===== config.mk =====
export PLATFORM = sky130hd
export DESIGN_NAME = demux_1x2_stage
export DESIGN_NICKNAME = d
export VERILOG_FILES = /design/src/rtl/demux_1x2_stage.sv
export SDC_FILE = /design/constraint.sdc
export NUM_CORES = 1
export LEC_CHECK = 0
export CELL_PAD_IN_SITES_DETAIL_PLACEMENT = 1
export CELL_PAD_IN_SITES_GLOBAL_PLACEMENT = 2
export CORE_AREA = 2 2 152 124
export CTS_BUF_LIST = sky130_fd_sc_hd__clkbuf_8
export DETAILED_ROUTE_END_ITERATION = 8
export DIE_AREA = 0 0 154 126
export PLACE_DENSITY_LB_ADDON = 0.1
export SKIP_LAST_GASP = 1
export SYNTH_ARGS = -nofsm -noshare
export SYNTH_HDL_FRONTEND = slang
export SYNTH_SLANG_ARGS = --single-unit

===== constraint.sdc =====
create_clock -name clk -period 3.8 [get_ports clk]
set_clock_uncertainty 0.1 [all_clocks]
set_input_delay 0.38 -clock clk [delete_from_list [all_inputs] [get_ports clk]]
set_output_delay 0.38 -clock clk [all_outputs]
set_load 0.05 [all_outputs]

===== src/rtl/demux_1x2_stage.sv =====
// rtl/demux_1x2_stage.sv - registered 1-to-2 stream demultiplexer with 2-entry output buffers
//
// demux_1x2_buf
//   Two-entry FIFO used once per output. The head entry and the valid/count
//   flags come straight from registers. Only the write side is fed by logic
//   outside the buffer.
//   clk, rst       clock, asynchronous active-high reset
//   flush          synchronous clear of count and pointers; storage is left stale
//   wr_en/wr_data  push one word at the tail
//   rd_ready       consumer accepts the head word
//   rd_data        head word
//   rd_valid       buffer non-empty
//   count          occupancy, 0..2
//   full           count == 2
//
// demux_1x2_stage
//   Steers each accepted input word to out0 or out1 according to in_sel.
//   in_ready depends only on rst, flush, in_sel and registered occupancy.
//   It has no path from either out*_ready, so no ready-to-ready path exists.
//   clk, rst, flush                  clock, async reset, synchronous flush
//   in_data/in_sel/in_valid/in_ready input stream and destination select
//   out0_* / out1_*                  data/valid/ready/count per consumer

module demux_1x2_buf #(
    parameter int WIDTH = 32
) (
    input  logic             clk,
    input  logic             rst,
    input  logic             flush,
    input  logic             wr_en,
    input  logic [WIDTH-1:0] wr_data,
    input  logic             rd_ready,
    output logic [WIDTH-1:0] rd_data,
    output logic             rd_valid,
    output logic [1:0]       count,
    output logic             full
);

    logic [WIDTH-1:0] mem_q [2];
    logic [WIDTH-1:0] mem_d [2];
    logic             wr_ptr_q, wr_ptr_d;
    logic             rd_ptr_q, rd_ptr_d;
    logic [1:0]       count_q, count_d;
    logic             pop;

    assign rd_valid = (count_q != 2'd0);
    assign full     = (count_q == 2'd2);
    assign count    = count_q;
    assign rd_data  = mem_q[rd_ptr_q];
    assign pop      = rd_valid & rd_ready;

    always_comb begin
        mem_d[0] = mem_q[0];
        mem_d[1] = mem_q[1];
        wr_ptr_d = wr_ptr_q;
        rd_ptr_d = rd_ptr_q;
        count_d  = count_q;
        if (flush) begin
            // Flush drops every buffered word and any same-cycle push or pop.
            wr_ptr_d = 1'b0;
            rd_ptr_d = 1'b0;
            count_d  = 2'd0;
        end else begin
            if (wr_en) begin
                mem_d[wr_ptr_q] = wr_data;
                wr_ptr_d        = ~wr_ptr_q;
            end
            if (pop) begin
                rd_ptr_d = ~rd_ptr_q;
            end
            // Simultaneous push and pop leaves the occupancy unchanged.
            case ({wr_en, pop})
                2'b10:   count_d = count_q + 2'd1;
                2'b01:   count_d = count_q - 2'd1;
                default: count_d = count_q;
            endcase
        end
    end

    always_ff @(posedge clk or posedge rst) begin
        if (rst) begin
            mem_q[0] <= '0;
            mem_q[1] <= '0;
            wr_ptr_q <= 1'b0;
            rd_ptr_q <= 1'b0;
            count_q  <= 2'd0;
        end else begin
            mem_q[0] <= mem_d[0];
            mem_q[1] <= mem_d[1];
            wr_ptr_q <= wr_ptr_d;
            rd_ptr_q <= rd_ptr_d;
            count_q  <= count_d;
        end
    end

endmodule

module demux_1x2_stage #(
    parameter int WIDTH = 32
) (
    input  logic             clk,
    input  logic             rst,
    input  logic             flush,
    input  logic [WIDTH-1:0] in_data,
    input  logic             in_sel,
    input  logic             in_valid,
    output logic             in_ready,
    output logic [WIDTH-1:0] out0_data,
    output logic             out0_valid,
    input  logic             out0_ready,
    output logic [WIDTH-1:0] out1_data,
    output logic             out1_valid,
    input  logic             out1_ready,
    output logic [1:0]       out0_count,
    output logic [1:0]       out1_count
);

    logic full0;
    logic full1;
    logic sel_full;
    logic push;
    logic push0;
    logic push1;

    // Readiness is judged against the buffer the current word is aimed at only.
    // in_sel is a don't-care unless a push actually happens.
    assign sel_full = in_sel ? full1 : full0;
    assign in_ready = ~rst & ~flush & ~sel_full;
    assign push     = in_valid & in_ready;
    assign push0    = push & ~in_sel;
    assign push1    = push &  in_sel;

    demux_1x2_buf #(.WIDTH(WIDTH)) u_buf0 (
        .clk      (clk),
        .rst      (rst),
        .flush    (flush),
        .wr_en    (push0),
        .wr_data  (in_data),
        .rd_ready (out0_ready),
        .rd_data  (out0_data),
        .rd_valid (out0_valid),
        .count    (out0_count),
        .full     (full0)
    );

    demux_1x2_buf #(.WIDTH(WIDTH)) u_buf1 (
        .clk      (clk),
        .rst      (rst),
        .flush    (flush),
        .wr_en    (push1),
        .wr_data  (in_data),
        .rd_ready (out1_ready),
        .rd_data  (out1_data),
        .rd_valid (out1_valid),
        .count    (out1_count),
        .full     (full1)
    );

endmodule


==> summary.md, run 1 <==
| Metric | Value |
|---|---|
| Detailed-route DRC error count | `0` |
| Max frequency | `0.319 GHz` |
| TritonCTS Buffers | `17` |
| Data required time of the worst path | `3.32 ns` |
| Per-cell routed wire length | `18.4 um` |
| Overall fraction of global-route tracks in use | `15.4%` |
| Result of the run | `complete, no violations` |
| Final core utilization | `43.2%` |
| Top Ports | `110` |
| Yosys top cell area share | `56.7%` |
| Actual transition at the worst max-transition pin | `0.855 ns` |
| Most common cell in the netlist | `mux2_2` |
| Maximum buffer depth of the clock tree | `2` |
| Critical path's slowest cell | `dfrtp_2` |
| Tightest slew margin relative to the limit | `43.0%` |
| Antenna violations before repair | `0` |
| # diodes | `0` |
| Via count of the first global-routing pass | `4108` |
| CTS sink count | `136` |
| Net switching power | `1.57 mW` |
| Part of the total power dissipated in the clock network | `25.0%` |
| Number of gates resized after CTS | `0` |
| Delay of the slowest critical-path stage | `0.72 ns` |
| Horizontal die dimension | `154 um` |
| Syn nets | `437` |
| Via Count | `3662` |
| Area of the die | `19400 um^2` |
| Pre-antenna DRT Iters | `5` |
| Total Power Consumption | `4.38 mW` |
| Number of filler instances in the final layout | `1788` |
| I/O Buffers | `109` |
| Root cell of the clock tree | `clkbuf_8` |
| Reported max-cap violation count | `0` |
| Number of buffers added to fix hold violations after cts | `0` |
| Sw Ratio | `35.7%` |
| Multi-input logic area | `2490 um^2` |
| Cells after DPL | `724` |
| Initial Util | `33.5%` |
| Finish-stage setup viols | `0` |
| Power per Cell Area | `567 nW/um^2` |
| Number of distinct library cells after synthesis | `29` |
| Post-synthesis average cell area | `15.1 um^2` |
| Worst setup SP type | `flip-flop` |
| Final count of hold timing violations | `0` |
| Timing startpoint of the critical path | `u_buf1.rd_ptr_q$_DFFE_PP0P_` |
| Arrival time of the worst setup path | `2.65 ns` |
| Sequential area share after synthesis | `56.7%` |
| HPWL reported at the end of detailed placement | `8980 um` |
| Worst Setup End Kind | `primary output` |
| Die Y | `126 um` |
| Initial drt markers | `75` |
| Wire length on met2 | `6600 um` |
| Leakage power figure | `3.35 nW` |
| Uppermost metal layer occupied by signal nets | `met4` |
| Clock latency at the later pin of the worst-skew pair | `0.44 ns` |
| Pin count of the biggest net entering global routing | `75` |
| Flip-flop cell with the highest count after synthesis | `dfrtp_1` |
| Final cell count without fillers | `755` |
| Core Rows | `44` |
| Combinational share of power | `33.9%` |
| TritonCTS clock tree | `built` |
| Post-route minimum period | `3.13 ns` |
| Routability congestion estimate | `0.693` |
| Number of storage elements in the synthesis netlist | `136` |
| Cell family contributing the most delay on the critical path | `buffers and inverters` |
| Crit Reg-Reg Startpoint | `u_buf1.count[1]$_DFFE_PP0P_` |
| Remaining global-route overflow | `0` |
| Worst-case vdd ir drop | `263 uV` |
| Cell internal pwr | `2.82 mW` |
| Worst Path Buf+Inv | `2` |
| EDFF count, synth | `0` |
| Layout cells sized above 1 | `45.5%` |
| Placeable core region | `17900 um^2` |
| Area added between synthesis and finish | `28.9%` |
| Final nets | `552` |
| Async SR Flop Fraction | `100%` |
| List of cells traversed by the critical path | `buf_4, mux2_2, clkdlybuf4s50_1` |
| Warnings, synthesis | `0` |
| Cell area after synthesis | `6000 um^2` |
| Launch point of the worst hold path | `u_buf1.mem_q[20]$_DFFE_PP0P_` |
| Global-route wire length before repair | `22800 um` |
| Max-slew violation total from the final report | `0` |
| Setup repair after global routing missed its margin | `no` |
| Leading post-synthesis cells by instance count | `mux2_2 (191), dfrtp_1 (136), clkbuf_1 (10)` |
| Post-route ant nets | `0` |
| Max H-tree Level | `4` |
| Gate Count Post-Synth | `398` |
| Maximum fanout count along the critical path | `18` |
| Vias/cell | `4.85` |
| Biggest area consumer among synthesized cells | `dfrtp_1` |
| Dominant cells by area after synthesis | `dfrtp_1 (57%), mux2_2 (36%), buf_2 (0.67%)` |
| Post-CTS setup-driven buffer insertion count | `0` |
| Classification of the worst setup path | `reg2out` |
| Fin Setup TNS | `0 ns` |
| Met1 wire length | `6420 um` |
| Hold Path Class | `reg2reg` |
| Reg clk slew, reported paths | `0.08 ns` |
| DRT Wirelength | `13900 um` |
| Routed met3 length | `738 um` |
| Seq pwr share | `41.1%` |
| Period utilisation layout | `82.5%` |
| Area taken by flip-flops and latches | `3410 um^2` |
[registers in the layout, indices dropped and copies added, names as in the netlist]
| register | cells |
|---|---|
| u_buf0.count | 2 |
| u_buf0.mem_q | 64 |
| u_buf0.rd_ptr_q | 1 |
| u_buf0.wr_ptr_q | 1 |
| u_buf1.count | 2 |
| u_buf1.mem_q | 64 |
| u_buf1.rd_ptr_q | 1 |
| u_buf1.wr_ptr_q | 1 |
[worst register-to-register path, delay by kind of cell (launching register included)]
family	cells	cell delay, ns
flops	1	0.44
mux	1	0.39
simple gates	2	0.67
buf+inv	1	0.31
[final cells by class]
class                           count  area share (%)
Tap cell                          230            3.72
Multi-Input combinational cell    239            32.2
Sequential cell                   136            44.0
Timing Repair Buffer              118            15.3
Clock buffer                       17            3.02
Clock inverter                     14            1.65
Inverter                            1          0.0970
[power groups by stage]
stage	clock, mW	sequential (mW)	combinational, mW
after detailed placement	0	1.83	1.50
final	1.10	1.80	1.49
after global routing	1.21	1.84	1.56
after floorplan	0	1.79	1.05
after global placement	0	1.81	1.49
after CTS	1.14	1.80	1.51
[layout by cell type (no fill, tap or decap)]
cell	synthesis	final
a2111oi_1	0	1
a21oi_1	3	3
a31oi_1	2	2
and2_1	2	2
buf_12	0	2
buf_4	0	7
bufinv_16	0	1
clkbuf_8	0	17
clkdlybuf4s50_1	0	109
clkinv_2	0	3
clkinv_4	0	3
clkinvlp_4	0	5
dfrtp_1	136	134
dfrtp_2	0	2
inv_6	0	3
mux2_1	1	1
mux2_2	191	191
mux2i_1	2	2
nand2b_1	2	2
nand3_1	3	2
nand3_2	0	1
nand3b_1	3	3
nand4bb_1	1	1
nor2_1	5	5
nor2b_1	5	5
nor3_2	0	1
nor3_4	1	1
nor4b_1	1	1
nor4bb_1	1	1
o21ai_0	6	6
o2bb2a_1	2	2
or2_2	2	2
or3_1	1	1
or4b_1	1	1
xor2_1	2	2
[logic make-up after synthesis]
logic type / synth area share [%]
mux: 36.4
flops: 56.7
simple gates: 3.21
buf+inv: 1.98
compound gates: 1.44
xor+xnor: 0.292
[routing by layer]
layer,GRT usage (%),vias up
li1,-,1665
met1,19.8,1910
met2,24.6,74
met3,5.37,13
met4,4.62,0
met5,0,-
[stage by stage]
stage                     setup WS, ns  hold WS, ns  cell area [um^2]
after floorplan                  0.594        0.354              6010
after global placement           0.756        0.364              7370
after detailed placement         0.680        0.388              7370
after CTS                        0.607        0.367              7740
after global routing             0.548        0.417              7740
final                            0.665        0.404              7740
[path summary, 6_finish.rpt]
path                                                endpoint  slack (ns)  cells past startpoint
worst max register to register  u_buf1.mem_q[20]$_DFFE_PP0P_        1.77                      4
worst min register to register  u_buf1.mem_q[20]$_DFFE_PP0P_        0.40                      1
min in group asynchronous        u_buf1.count[1]$_DFFE_PP0P_        0.41                      2
worst max-delay path                           out1_data[10]        0.67                      3
max in group asynchronous       u_buf1.mem_q[46]$_DFFE_PP0P_        2.41                      3
worst min-delay path            u_buf1.mem_q[20]$_DFFE_PP0P_        0.40                      1
(Power assumes the default switching activity.)
==> run 2: changes to the inputs <==
- CORE_AREA: 2 2 152 124 -> 2 2 144 118
- DIE_AREA: 0 0 154 126 -> 0 0 146 120
- clock period: 3.8 -> 2.96 ns (I/O delays scaled with it)
==> run 2 against run 1 <==
Wire length down 0.92%. Total power grew 35%. Sequential power grew 28%. Highest routed layer unchanged. Sequential cell count stayed put. Cell count shrank 0.79%. Via count is essentially flat. Die area decreased by 9.7%. Non-clock buffer count rose by 3. Global-route usage is 1.6 points higher. Final area is 1.4% higher. First-iteration DRC count up 92%. Setup slack got worse by 0.46 ns. Largest cell class unchanged.
==> summary.md, run 2 (synthesis gave the netlist of run 1 again) <==
| Metric | Value |
|---|---|
| Result of the run | `complete, no violations` |
| CTS sink count | `136 (unchanged)` |
| Net switching power | `1.98 mW (+27%)` |
| Finish-stage setup viols | `0 (unchanged)` |
| Classification of the worst setup path | `reg2out` |
| DRT Wirelength | `13800 um (-0.92%)` |
| Routability congestion estimate | `0.696 (+0.52%)` |
| Delay of the slowest critical-path stage | `0.86 ns (+0.14 ns)` |
| Antenna violations before repair | `0 (unchanged)` |
| Post-CTS setup-driven buffer insertion count | `0 (unchanged)` |
| Leading cell types in the layout, fill and taps excluded | `mux2_2 (191), dfrtp_1 (134), clkdlybuf4s50_1 (109)` |
| Area taken by flip-flops and latches | `3410 um^2 (unchanged)` |
| Hold Path Class | `in2async` |
| Placeable core region | `16200 um^2 (-9.5%)` |
| TritonCTS clock tree | `built` |
| Die Y | `120 um (-4.8%)` |
| List of cells traversed by the critical path | `nand2b_1, nor2_1, a2111oi_2, clkdlybuf4s50_1` |
| # diodes | `0 (unchanged)` |
| Max-slew violation total from the final report | `0 (unchanged)` |
| Remaining global-route overflow | `0 (unchanged)` |
| Data required time of the worst path | `2.56 ns (-0.76 ns)` |
| Worst Path Buf+Inv | `1 (-1)` |
| Global-route wire length before repair | `22700 um (-0.39%)` |
| Routed met3 length | `687 um (-6.9%)` |
| Horizontal die dimension | `146 um (-5.2%)` |
| Maximum buffer depth of the clock tree | `2 (unchanged)` |
| Pre-antenna DRT Iters | `4 (-1)` |
| Top Ports | `110 (unchanged)` |
| Critical path's slowest cell | `clkdlybuf4s50_1` |
| Sw Ratio | `33.6% (-2.1 points)` |
| Area of the die | `17500 um^2 (-9.7%)` |
| Overall fraction of global-route tracks in use | `17.0% (+1.6 points)` |
| Detailed-route DRC error count | `0 (unchanged)` |
| Seq pwr share | `39.1% (-2.0 points)` |
| Initial drt markers | `144 (+92%)` |
| Tightest slew margin relative to the limit | `61.3% (+18 points)` |
| Period utilisation layout | `93.2%` |
| Actual transition at the worst max-transition pin | `0.578 ns (-0.277 ns)` |
| Reported max-cap violation count | `0 (unchanged)` |
| Fin Setup TNS | `0 ns (unchanged)` |
| Most common cell after layout, fill and taps aside | `mux2_2` |
| Number of gates resized after CTS | `0 (unchanged)` |
| Clock latency at the later pin of the worst-skew pair | `0.43 ns (about the same)` |
| Post-route ant nets | `0 (unchanged)` |
| Final count of hold timing violations | `0 (unchanged)` |
| Met1 wire length | `6590 um (+2.6%)` |
| Via count of the first global-routing pass | `4169 (+1.5%)` |
| Leakage power figure | `3.42 nW (+2.1%)` |
| Uppermost metal layer occupied by signal nets | `met4` |
| Via Count | `3665 (+0.082%)` |
| Total Power Consumption | `5.90 mW (+35%)` |
| Post-route minimum period | `2.76 ns` |
| Max frequency | `0.362 GHz` |
| I/O Buffers | `109 (unchanged)` |
| Area added between synthesis and finish | `30.7%` |
| End of the worst register-to-register path | `u_buf1.mem_q[8]$_DFFE_PP0P_` |
| TritonCTS Buffers | `17 (unchanged)` |
| Final core utilization | `48.4% (+5.2 points)` |
| Final nets | `555 (+0.54%)` |
| Largest regs | `u_buf0.mem_q: 64 flops, u_buf1.mem_q: 64 flops` |
| Max H-tree Level | `4 (unchanged)` |
| Vias/cell | `4.89 (+0.88%)` |
| Worst-case vdd ir drop | `353 uV (+34%)` |
| Layout cells sized above 1 | `45.9% (+0.41 points)` |
| Cell family contributing the most delay on the critical path | `buffers and inverters` |
| Worst Setup End Kind | `primary output` |
| HPWL reported at the end of detailed placement | `9030 um (+0.58%)` |
| Cell internal pwr | `3.91 mW (+39%)` |
| Part of the total power dissipated in the clock network | `28.3% (+3.3 points)` |
| Combinational share of power | `32.6% (-1.3 points)` |
| Pin count of the biggest net entering global routing | `91 (+21%)` |
| Setup repair after global routing missed its margin | `no` |
| Multi-input logic area | `2490 um^2 (+0.20%)` |
| Initial Util | `37.1% (+3.5 points)` |
| FF-to-FF path depth | `4 (unchanged)` |
| Reg clk slew, reported paths | `0.07 ns (about the same)` |
| Wire length on met2 | `6400 um (-3.0%)` |
| Maximum fanout count along the critical path | `9 (-9)` |
| Setup slack, reg-to-reg | `0.96 ns (-0.81 ns)` |
| Number of filler instances in the final layout | `1617 (-9.6%)` |
| Crit Reg-Reg Startpoint | `u_buf1.count[1]$_DFFE_PP0P_` |
| Root cell of the clock tree | `clkbuf_8` |
| Number of buffers added to fix hold violations after cts | `0 (unchanged)` |
| Worst setup SP type | `flip-flop` |
| Power per Cell Area | `752 nW/um^2 (+33%)` |
| Arrival time of the worst setup path | `2.36 ns (-0.29 ns)` |
| Per-cell routed wire length | `18.4 um (-0.13%)` |
| Core Rows | `42 (-4.5%)` |
==> run 2: cell count changes in the layout (fill, tap and decap cells not counted), sizes merged <==
cell / change
clkbuf: +2
bufinv: +3
inv: -2
buf: +3
clkinv: +1
clkinvlp: -3
==> run 2: worst max path at each step <==
stage / start / end / slack [ns] / depth (start not counted)
after floorplan: u_buf0.count[0]$_DFFE_PP0P_ / in_ready / 0.52 / 3
after global placement: rst / u_buf0.mem_q[45]$_DFFE_PP0P_ / 0.34 / 5
after detailed placement: rst / u_buf0.mem_q[49]$_DFFE_PP0P_ / 0.31 / 5
after global routing: u_buf0.count[0]$_DFFE_PP0P_ / in_ready / 0.1 / 4
final: u_buf0.count[0]$_DFFE_PP0P_ / in_ready / 0.20 / 4
after CTS: u_buf0.count[0]$_DFFE_PP0P_ / in_ready / 0.15 / 4
==> run 2: metrics by stage <==
stage / cell area, um^2 / cells / hold WS [ns] / setup WS, ns
floorplan: 6010 / 398 / 0.331 / 0.516
CTS: 7840 / 749 / 0.192 / 0.146
finish: 7840 / 749 / 0.218 / 0.200
global route: 7840 / 749 / 0.237 / 0.0980
global placement: 7400 / 717 / 0.366 / 0.339
detailed placement: 7400 / 717 / 0.388 / 0.306
==> run 2: worst register-to-register path: stages, from the launching register on <==
cell and delay (ns):
dfrtp_1 0.44, nor2b_1 0.43, nand3b_1 0.21, buf_4 0.32, mux2_2 0.39
==> run 2: final cells by class <==
class                   instances  area share, %
clock buffers                  19           3.33
repair buffers                121           15.5
clock inverters                13           2.27
well taps                     220           3.51
multi-input cells             239           31.8
inverters                       1         0.0957
flip-flops and latches        136           43.4
==> run 2: power groups by stage <==
stage / Combinational, mW / Sequential, mW / Clock (mW)
6_report: 1.92 / 2.31 / 1.67
5_1_grt: 2.02 / 2.35 / 1.81
4_1_cts: 1.95 / 2.31 / 1.73
3_5_place_dp: 1.94 / 2.35 / 0
3_3_place_gp: 1.92 / 2.32 / 0
2_1_floorplan: 1.35 / 2.30 / 0
==> run 2: layer usage <==
layer  up-vias  global-route usage, %
met5         -                      0
met4         0                   4.73
met3         9                   5.40
met2        76                   26.6
met1      1908                   22.8
li1       1672                      -
